$ cat src/rtl/lsu_pkg.sv
// Shared encodings for the load/store unit: opcodes, funct3 widths, FSM states, fault causes.
// Latency: n/a (declarations and one combinational helper).
// Backpressure: n/a.
package lsu_pkg;

    localparam logic [6:0] OP_LOAD  = 7'b0000011;
    localparam logic [6:0] OP_STORE = 7'b0100011;

    localparam logic [2:0] F3_LB  = 3'b000;
    localparam logic [2:0] F3_LH  = 3'b001;
    localparam logic [2:0] F3_LW  = 3'b010;
    localparam logic [2:0] F3_LBU = 3'b100;
    localparam logic [2:0] F3_LHU = 3'b101;
    localparam logic [2:0] F3_SB  = 3'b000;
    localparam logic [2:0] F3_SH  = 3'b001;
    localparam logic [2:0] F3_SW  = 3'b010;

    typedef enum logic [1:0] {
        ST_IDLE     = 2'd0,
        ST_REQ      = 2'd1,
        ST_WAIT_RSP = 2'd2,
        ST_DONE     = 2'd3
    } state_t;

    typedef enum logic [1:0] {
        CAUSE_NONE       = 2'd0,
        CAUSE_MISALIGNED = 2'd1,
        CAUSE_ILLEGAL    = 2'd2,
        CAUSE_TIMEOUT    = 2'd3
    } err_cause_t;

    // Fault check at acceptance; an illegal width outranks a misaligned address.
    function automatic err_cause_t check_access(input logic is_store,
                                                input logic [2:0] funct3,
                                                input logic [1:0] addr_lo);
        logic       illegal;
        logic       misaligned;
        err_cause_t cause;
        if (is_store) begin
            illegal = (funct3 > F3_SW);
        end else begin
            illegal = (funct3 == 3'b011) || (funct3 == 3'b110) || (funct3 == 3'b111);
        end
        misaligned = ((funct3[1:0] == 2'b01) && addr_lo[0]) ||
                     ((funct3[1:0] == 2'b10) && (addr_lo != 2'b00));
        cause = CAUSE_NONE;
        if (illegal) begin
            cause = CAUSE_ILLEGAL;
        end else if (misaligned) begin
            cause = CAUSE_MISALIGNED;
        end
        return cause;
    endfunction

endpackage

$ cat src/rtl/lsu_align.sv
// Byte-lane steering: store byte enables / replicated write data, and load extract with extension.
// Latency: purely combinational.
// Backpressure: none; outputs follow inputs.
module lsu_align
    import lsu_pkg::*;
(
    input  logic [2:0]  funct3,
    input  logic [1:0]  addr_lo,
    input  logic [31:0] store_data,
    input  logic [31:0] rdata,
    output logic [3:0]  be,
    output logic [31:0] wdata,
    output logic [31:0] load_data
);

    logic [31:0] shifted;

    // Lane selection from access width (funct3[1:0]) and low address bits.
    always_comb begin
        be      = 4'b1111;
        wdata   = store_data;
        shifted = rdata >> {addr_lo, 3'b000};
        case (funct3[1:0])
            2'b00: begin
                be    = 4'b0001 << addr_lo;
                wdata = {4{store_data[7:0]}};
            end
            2'b01: begin
                be    = 4'b0011 << {addr_lo[1], 1'b0};
                wdata = {2{store_data[15:0]}};
            end
            default: begin
                be    = 4'b1111;
                wdata = store_data;
            end
        endcase
        case (funct3)
            F3_LB:   load_data = {{24{shifted[7]}}, shifted[7:0]};
            F3_LH:   load_data = {{16{shifted[15]}}, shifted[15:0]};
            F3_LBU:  load_data = {24'h0, shifted[7:0]};
            F3_LHU:  load_data = {16'h0, shifted[15:0]};
            default: load_data = rdata;
        endcase
    end

endmodule

$ cat src/rtl/lsu.sv
// Load/store unit: one core memory op -> one word-aligned memory transaction -> extended writeback.
// Latency: zero-wait memory gives done_out 3 cycles after accept; faults give done_out 1 cycle after.
// Backpressure: req_ready_out only in IDLE; mem request held stable until mem_req_ready_in.
module lsu
    import lsu_pkg::*;
#(
    parameter int TIMEOUT_CYCLES = 16
) (
    input  logic        clk_in,
    input  logic        rst_in,
    input  logic        req_valid_in,
    output logic        req_ready_out,
    input  logic [6:0]  opcode_in,
    input  logic [2:0]  funct3_in,
    input  logic [31:0] addr_in,
    input  logic [31:0] store_data_in,
    output logic        mem_req_valid_out,
    input  logic        mem_req_ready_in,
    output logic [31:0] mem_addr_out,
    output logic        mem_we_out,
    output logic [3:0]  mem_be_out,
    output logic [31:0] mem_wdata_out,
    input  logic        mem_rsp_valid_in,
    input  logic [31:0] mem_rdata_in,
    output logic        done_out,
    output logic        wb_valid_out,
    output logic [31:0] wb_data_out,
    output logic        err_out,
    output logic [1:0]  err_cause_out
);

    localparam int CNT_W = $clog2(TIMEOUT_CYCLES + 1);
    localparam logic [CNT_W-1:0] CNT_LAST = CNT_W'(TIMEOUT_CYCLES - 1);

    state_t          state_q, state_d;
    logic [2:0]      funct3_q;
    logic [31:0]     addr_q;
    logic [31:0]     store_data_q;
    logic            is_store_q;
    err_cause_t      cause_q;
    logic [CNT_W-1:0] cnt_q;
    logic [31:0]     wb_data_q;

    logic            accept;
    err_cause_t      acc_cause;
    logic            timeout_hit;
    logic [3:0]      align_be;
    logic [31:0]     align_wdata;
    logic [31:0]     align_load;

    assign accept      = (state_q == ST_IDLE) && req_valid_in &&
                         ((opcode_in == OP_LOAD) || (opcode_in == OP_STORE));
    assign acc_cause   = check_access(opcode_in == OP_STORE, funct3_in, addr_in[1:0]);
    assign timeout_hit = (cnt_q == CNT_LAST);
    assign wb_data_out = wb_data_q;

    lsu_align u_align (
        .funct3     (funct3_q),
        .addr_lo    (addr_q[1:0]),
        .store_data (store_data_q),
        .rdata      (mem_rdata_in),
        .be         (align_be),
        .wdata      (align_wdata),
        .load_data  (align_load)
    );

    // State register; reset aborts any transaction in flight.
    always_ff @(posedge clk_in or posedge rst_in) begin
        if (rst_in) begin
            state_q <= ST_IDLE;
        end else begin
            state_q <= state_d;
        end
    end

    // Next state and all outputs decode from the current state, so reset drops them at once.
    always_comb begin
        state_d           = state_q;
        req_ready_out     = 1'b0;
        mem_req_valid_out = 1'b0;
        mem_addr_out      = 32'h0;
        mem_we_out        = 1'b0;
        mem_be_out        = 4'h0;
        mem_wdata_out     = 32'h0;
        done_out          = 1'b0;
        wb_valid_out      = 1'b0;
        err_out           = 1'b0;
        err_cause_out     = 2'd0;
        case (state_q)
            ST_IDLE: begin
                req_ready_out = 1'b1;
                if (accept) begin
                    state_d = (acc_cause != CAUSE_NONE) ? ST_DONE : ST_REQ;
                end
            end
            ST_REQ: begin
                mem_req_valid_out = 1'b1;
                mem_addr_out      = {addr_q[31:2], 2'b00};
                mem_we_out        = is_store_q;
                mem_be_out        = align_be;
                mem_wdata_out     = is_store_q ? align_wdata : 32'h0;
                if (mem_req_ready_in) begin
                    state_d = ST_WAIT_RSP;
                end
            end
            ST_WAIT_RSP: begin
                if (mem_rsp_valid_in || timeout_hit) begin
                    state_d = ST_DONE;
                end
            end
            ST_DONE: begin
                done_out      = 1'b1;
                err_out       = (cause_q != CAUSE_NONE);
                err_cause_out = cause_q;
                wb_valid_out  = !is_store_q && (cause_q == CAUSE_NONE);
                state_d       = ST_IDLE;
            end
            default: state_d = ST_IDLE;
        endcase
    end

    // Request latch, response-wait counter and writeback register.
    always_ff @(posedge clk_in or posedge rst_in) begin
        if (rst_in) begin
            funct3_q     <= 3'h0;
            addr_q       <= 32'h0;
            store_data_q <= 32'h0;
            is_store_q   <= 1'b0;
            cause_q      <= CAUSE_NONE;
            cnt_q        <= '0;
            wb_data_q    <= 32'h0;
        end else begin
            if (accept) begin
                funct3_q     <= funct3_in;
                addr_q       <= addr_in;
                store_data_q <= store_data_in;
                is_store_q   <= (opcode_in == OP_STORE);
                cause_q      <= acc_cause;
            end
            if (state_q == ST_REQ) begin
                cnt_q <= '0;
            end
            if (state_q == ST_WAIT_RSP) begin
                // A response arriving on the last allowed cycle still counts as success.
                if (mem_rsp_valid_in) begin
                    if (!is_store_q) begin
                        wb_data_q <= align_load;
                    end
                end else if (timeout_hit) begin
                    cause_q <= CAUSE_TIMEOUT;
                end else begin
                    cnt_q <= cnt_q + 1'b1;
                end
            end
        end
    end

endmodule

$ cat config.mk
export PLATFORM = sky130hd
export DESIGN_NAME = lsu
export DESIGN_NICKNAME = d
export VERILOG_FILES = /design/src/rtl/lsu_pkg.sv /design/src/rtl/lsu_align.sv /design/src/rtl/lsu.sv
export SDC_FILE = /design/constraint.sdc
export NUM_CORES = 1
export LEC_CHECK = 0
export BUFFER_PORTS_ARGS = -buffer_cell sky130_fd_sc_hd__buf_2
export CAP_MARGIN = 20
export CORE_MARGIN = 10
export CORE_UTILIZATION = 30
export DETAILED_ROUTE_END_ITERATION = 10
export PLACE_DENSITY_LB_ADDON = 0.05
export SLEW_MARGIN = 0
export SYNTH_ARGS = -nofsm -noshare
export SYNTH_HDL_FRONTEND = slang
export SYNTH_HIERARCHICAL = 1
export SYNTH_SLANG_ARGS = --single-unit
$ cat constraint.sdc
create_clock -name clk_in -period 6.1 [get_ports clk_in]
set_clock_uncertainty 0.05 [all_clocks]
set_input_delay 0.305 -clock clk_in [delete_from_list [all_inputs] [get_ports clk_in]]
set_output_delay 0.305 -clock clk_in [all_outputs]
set_load 0.005 [all_outputs]
==> out/results.env <==
STATUS='finished with violations'
VIOLATED_CHECKS='hold timing'
CTS.CLK_SLEW.WORST_PATHS_NS=0.08
POSTSYNTHAREAPERCELL_UM2=11.30
CLK_PATH_BUF_DEPTH=2
FIN_WS_NS=3.349
REQUIRED_NS=5.74
GRTUSAGETOTAL_PCT=14.13
MAX_FREQ_MHz=363.5
DESIGN.FINAL.NETS=842
ANT_NETS=0
WORST_R2R_PATH_CELLS=5
POSTCTSRESIZEDCELLS=0
WORST_SLEW_PIN_TRAN_NS=1.019
POSTSYNTHCELLCOUNT=538
GRT_PASS1_VIAS=5192
FINAL_LAYOUT_SIZE_SUFFIX_GT1_SHARE_PCT=50.00
VDD.IR_DROP.WORST_V=0.0001331
MAX-CAP-VIOLATIONS=0
CP.ARRIVAL_NS=2.40
TIMING.MAX_SLEW.REL_SLACK_PCT=32.06
DETAILEDROUTE.FIRSTITERATIONVIOLATIONS=187
DRT_WL_TOTAL_MM=18.98
YOSYS.AREA.TOP_TYPE='sky130_fd_sc_hd__dfrtp_1'
CRIT-REG2REG-LAUNCH='addr_q[1]'
CLOCK_LATENCY_NS=0.36
CLOCK-SINKS=109
DP_SLACK_NS=3.447
COMMONEST_NON_FILL_NON_TAP_CELLS_IN_THE_LAYOUT='sky130_fd_sc_hd__buf_2 (216), sky130_fd_sc_hd__mux2_2 (113), sky130_fd_sc_hd__dfrtp_1 (108)'
IO_BUFFERS=216
RSZ0062_AT_GRT='false'
CRIT_PATH_END_KIND='output pin'
DETAIL_ROUTE.VIAS_PER_CELL=4.738
CP_MAX_FO=65
DIE_AREA_UM2=26370
HOLD-WORST-SLACK_NS=-0.02321
WORST_SETUP_PATH_START_KIND='register'
CRIT_PATH_CELL_TRACE='buf_4 -> nor2_2 -> mux2_2 -> and3_1 -> buf_2'
TIMING_HOLD_VIOLATIONS_FINAL=19
ITERATION_COUNT_OF_THE_INITIAL_DETAILED_ROUTING_PASS=4
WL_PER_CELL_UM=18.97
REMAINING_DRC_ERRORS=0
CTS-BUFFERS-INSERTED=9
SETUP.WORST_PATH.CLASS='reg2out'
LAYOUT.CELLS.MOST_COMMON='sky130_fd_sc_hd__buf_2'
MAX_SLEW_VIOLATIONS=0
INITIAL_UTILIZATION_PCT=30.25
MIN_PERIOD_OVER_PERIOD_PCT=45.10
FINALWEIGHTEDCONGESTION=0.7762
SYNTH-SEQ-CELLS=109
CORE_AREA_UM2=20100
CRIT_PATH_MAX_INCR_DELAY_NS=0.58
POWER.LEAKAGE_uW=0.004085
ROUTED_VIAS=4743
SYNTHESIS.YOSYS.WARNINGS=6
FINAL-SETUP-VIOL-COUNT=0
SYNTH_SEQUENTIAL_AREA_RATIO_PCT=44.85
YOSYS.CELL_TYPES.COUNT=47
POSTCTSHOLDBUFS=0
HTREEDEPTH=3
ROWS=52
RR_ENDPOINT='wb_data_out[31]'
SYNTH_TOP_CELLS_BY_AREA='sky130_fd_sc_hd__dfrtp_1 (45%), sky130_fd_sc_hd__mux2_2 (21%), sky130_fd_sc_hd__and3_1 (4.2%)'
GRT_PASS1_WL_MM=29.63
SYNTH_TOP_AREA_SHARE_PCT=44.85
LARGEST_NET_DEGREE_AT_THE_START_OF_GLOBAL_ROUTING=71
POWER_DENSITY_nW_PER_UM2=327.9
FINALCRITICALPERIOD_NS=2.751
HPWLAFTERDP_MM=13.91
SLOWEST_STAGE_CELL_CRIT_PATH='sky130_fd_sc_hd__nor2_2'
NETLIST_AREA_UM2=6082
SLACK_OF_THE_WORST_REG_TO_REG_PATH_NS=3.54
SYNTHTOLAYOUTAREAGROWTH_PCT=25.32
GRT-OVFL-TOTAL=0
TRITONCTS='built'
CHIPHEIGHT_UM=162.4
POSTLAYOUTCOREUTIL_PCT=37.91
FLOORPLAN.DIE.WIDTH_UM=162.4
CLOCKROOTBUFFER='sky130_fd_sc_hd__clkbuf_16'
IOPINCOUNT=219
ANTENNA_FOUND_INITIAL=0
SETUP_TNS_FINAL_NS=0
CTS_SETUP_BUFFERS=0
HOLD_CLASS='in2async'
[through the flow]
step | power (µW) | hold slack [ns] | cell area [µm²] | instances
3_5_place_dp | 1889 | 0.4126 | 7258 | 982
5_1_grt | 2689 | 0.02856 | 7620 | 1000
6_report | 2499 | -0.02321 | 7622 | 1001
3_3_place_gp | 1869 | 0.4175 | 7258 | 982
2_1_floorplan | 1559 | 0.3867 | 6086 | 539
4_1_cts | 2541 | 0.003222 | 7572 | 998
[worst max path at each step]
stage                      startpoint                 to  slack, ns
final                     funct3_q[1]  mem_wdata_out[14]       3.35
after detailed placement   state_q[1]         state_q[1]       3.45
after global routing      funct3_q[0]  mem_wdata_out[14]       3.17
after global placement     state_q[1]         state_q[1]       3.52
after floorplan                rst_in          addr_q[0]       2.87
after CTS                 funct3_q[0]  mem_wdata_out[14]       3.26
[worst max-delay path: cells and delay by family, from the launching register on]
family                 cells  cell delay, ns
buffers and inverters      2            0.46
and+or+nand+nor            2            0.78
muxes                      1            0.40
DFF                        1            0.39
[synth_stat cells, drive strengths merged]
master,number
mux2,120
nor2,18
and4bb,1
inv,8
a21oi,15
dfrtp,109
a211o,1
or2,1
nor4b,1
nand2b,10
nand3,4
a22o,1
a31oi,2
nand3b,2
o31ai,2
mux2i,24
clkbuf,17
buf,30
and2,37
nand2,19
nand4,1
o21ai,28
a41oi,1
nor3b,1
and3,41
o221ai,2
nor3,2
conb,1
a21o,18
o21a,2
a221oi,1
ha,6
a22oi,1
o21bai,3
nor2b,6
a211oi,2
[flip-flops by register name (all words and copies together) (netlist names)]
name and cells:
addr_q 32, cause_q 2, cnt_q 5, funct3_q 3
is_store_q 1, state_q 2, store_data_q 32, wb_data_out 32
[final cells by class]
cell class	count	area (µm²)
tap	270	337.8
clock inverter	7	88.84
multi-input combinational	375	3048
timing repair buffer	222	1159
fill	2058	12480
inverter	8	32.53
sequential	109	2729
antenna	1	2.502
clock buffer	9	225.2
[report_power, final]
group | switching [µW] | internal [µW]
Sequential | 121 | 900
Combinational | 406 | 438
Clock | 304 | 330
[metal layers]
layer	vias up	share of wire [%]	track usage (%)
met2	157	46	22.48
li1	2259	-	-
met4	0	1.2	3.970
met1	2312	44	17.55
met3	15	8.4	5.283
met5	-	0	0
[cells by family after synthesis]
| logic type | after synthesis | synth area share [%] |
|---|---|---|
| compound gates | 79 | 8.743 |
| fa+ha+maj | 6 | 1.234 |
| buf+inv | 55 | 5.143 |
| flops | 109 | 44.85 |
| mux | 144 | 26.23 |
| other cells | 1 | 0.06166 |
| simple gates | 144 | 13.74 |
No activity file was read; power rests on OpenSTA's default activity.
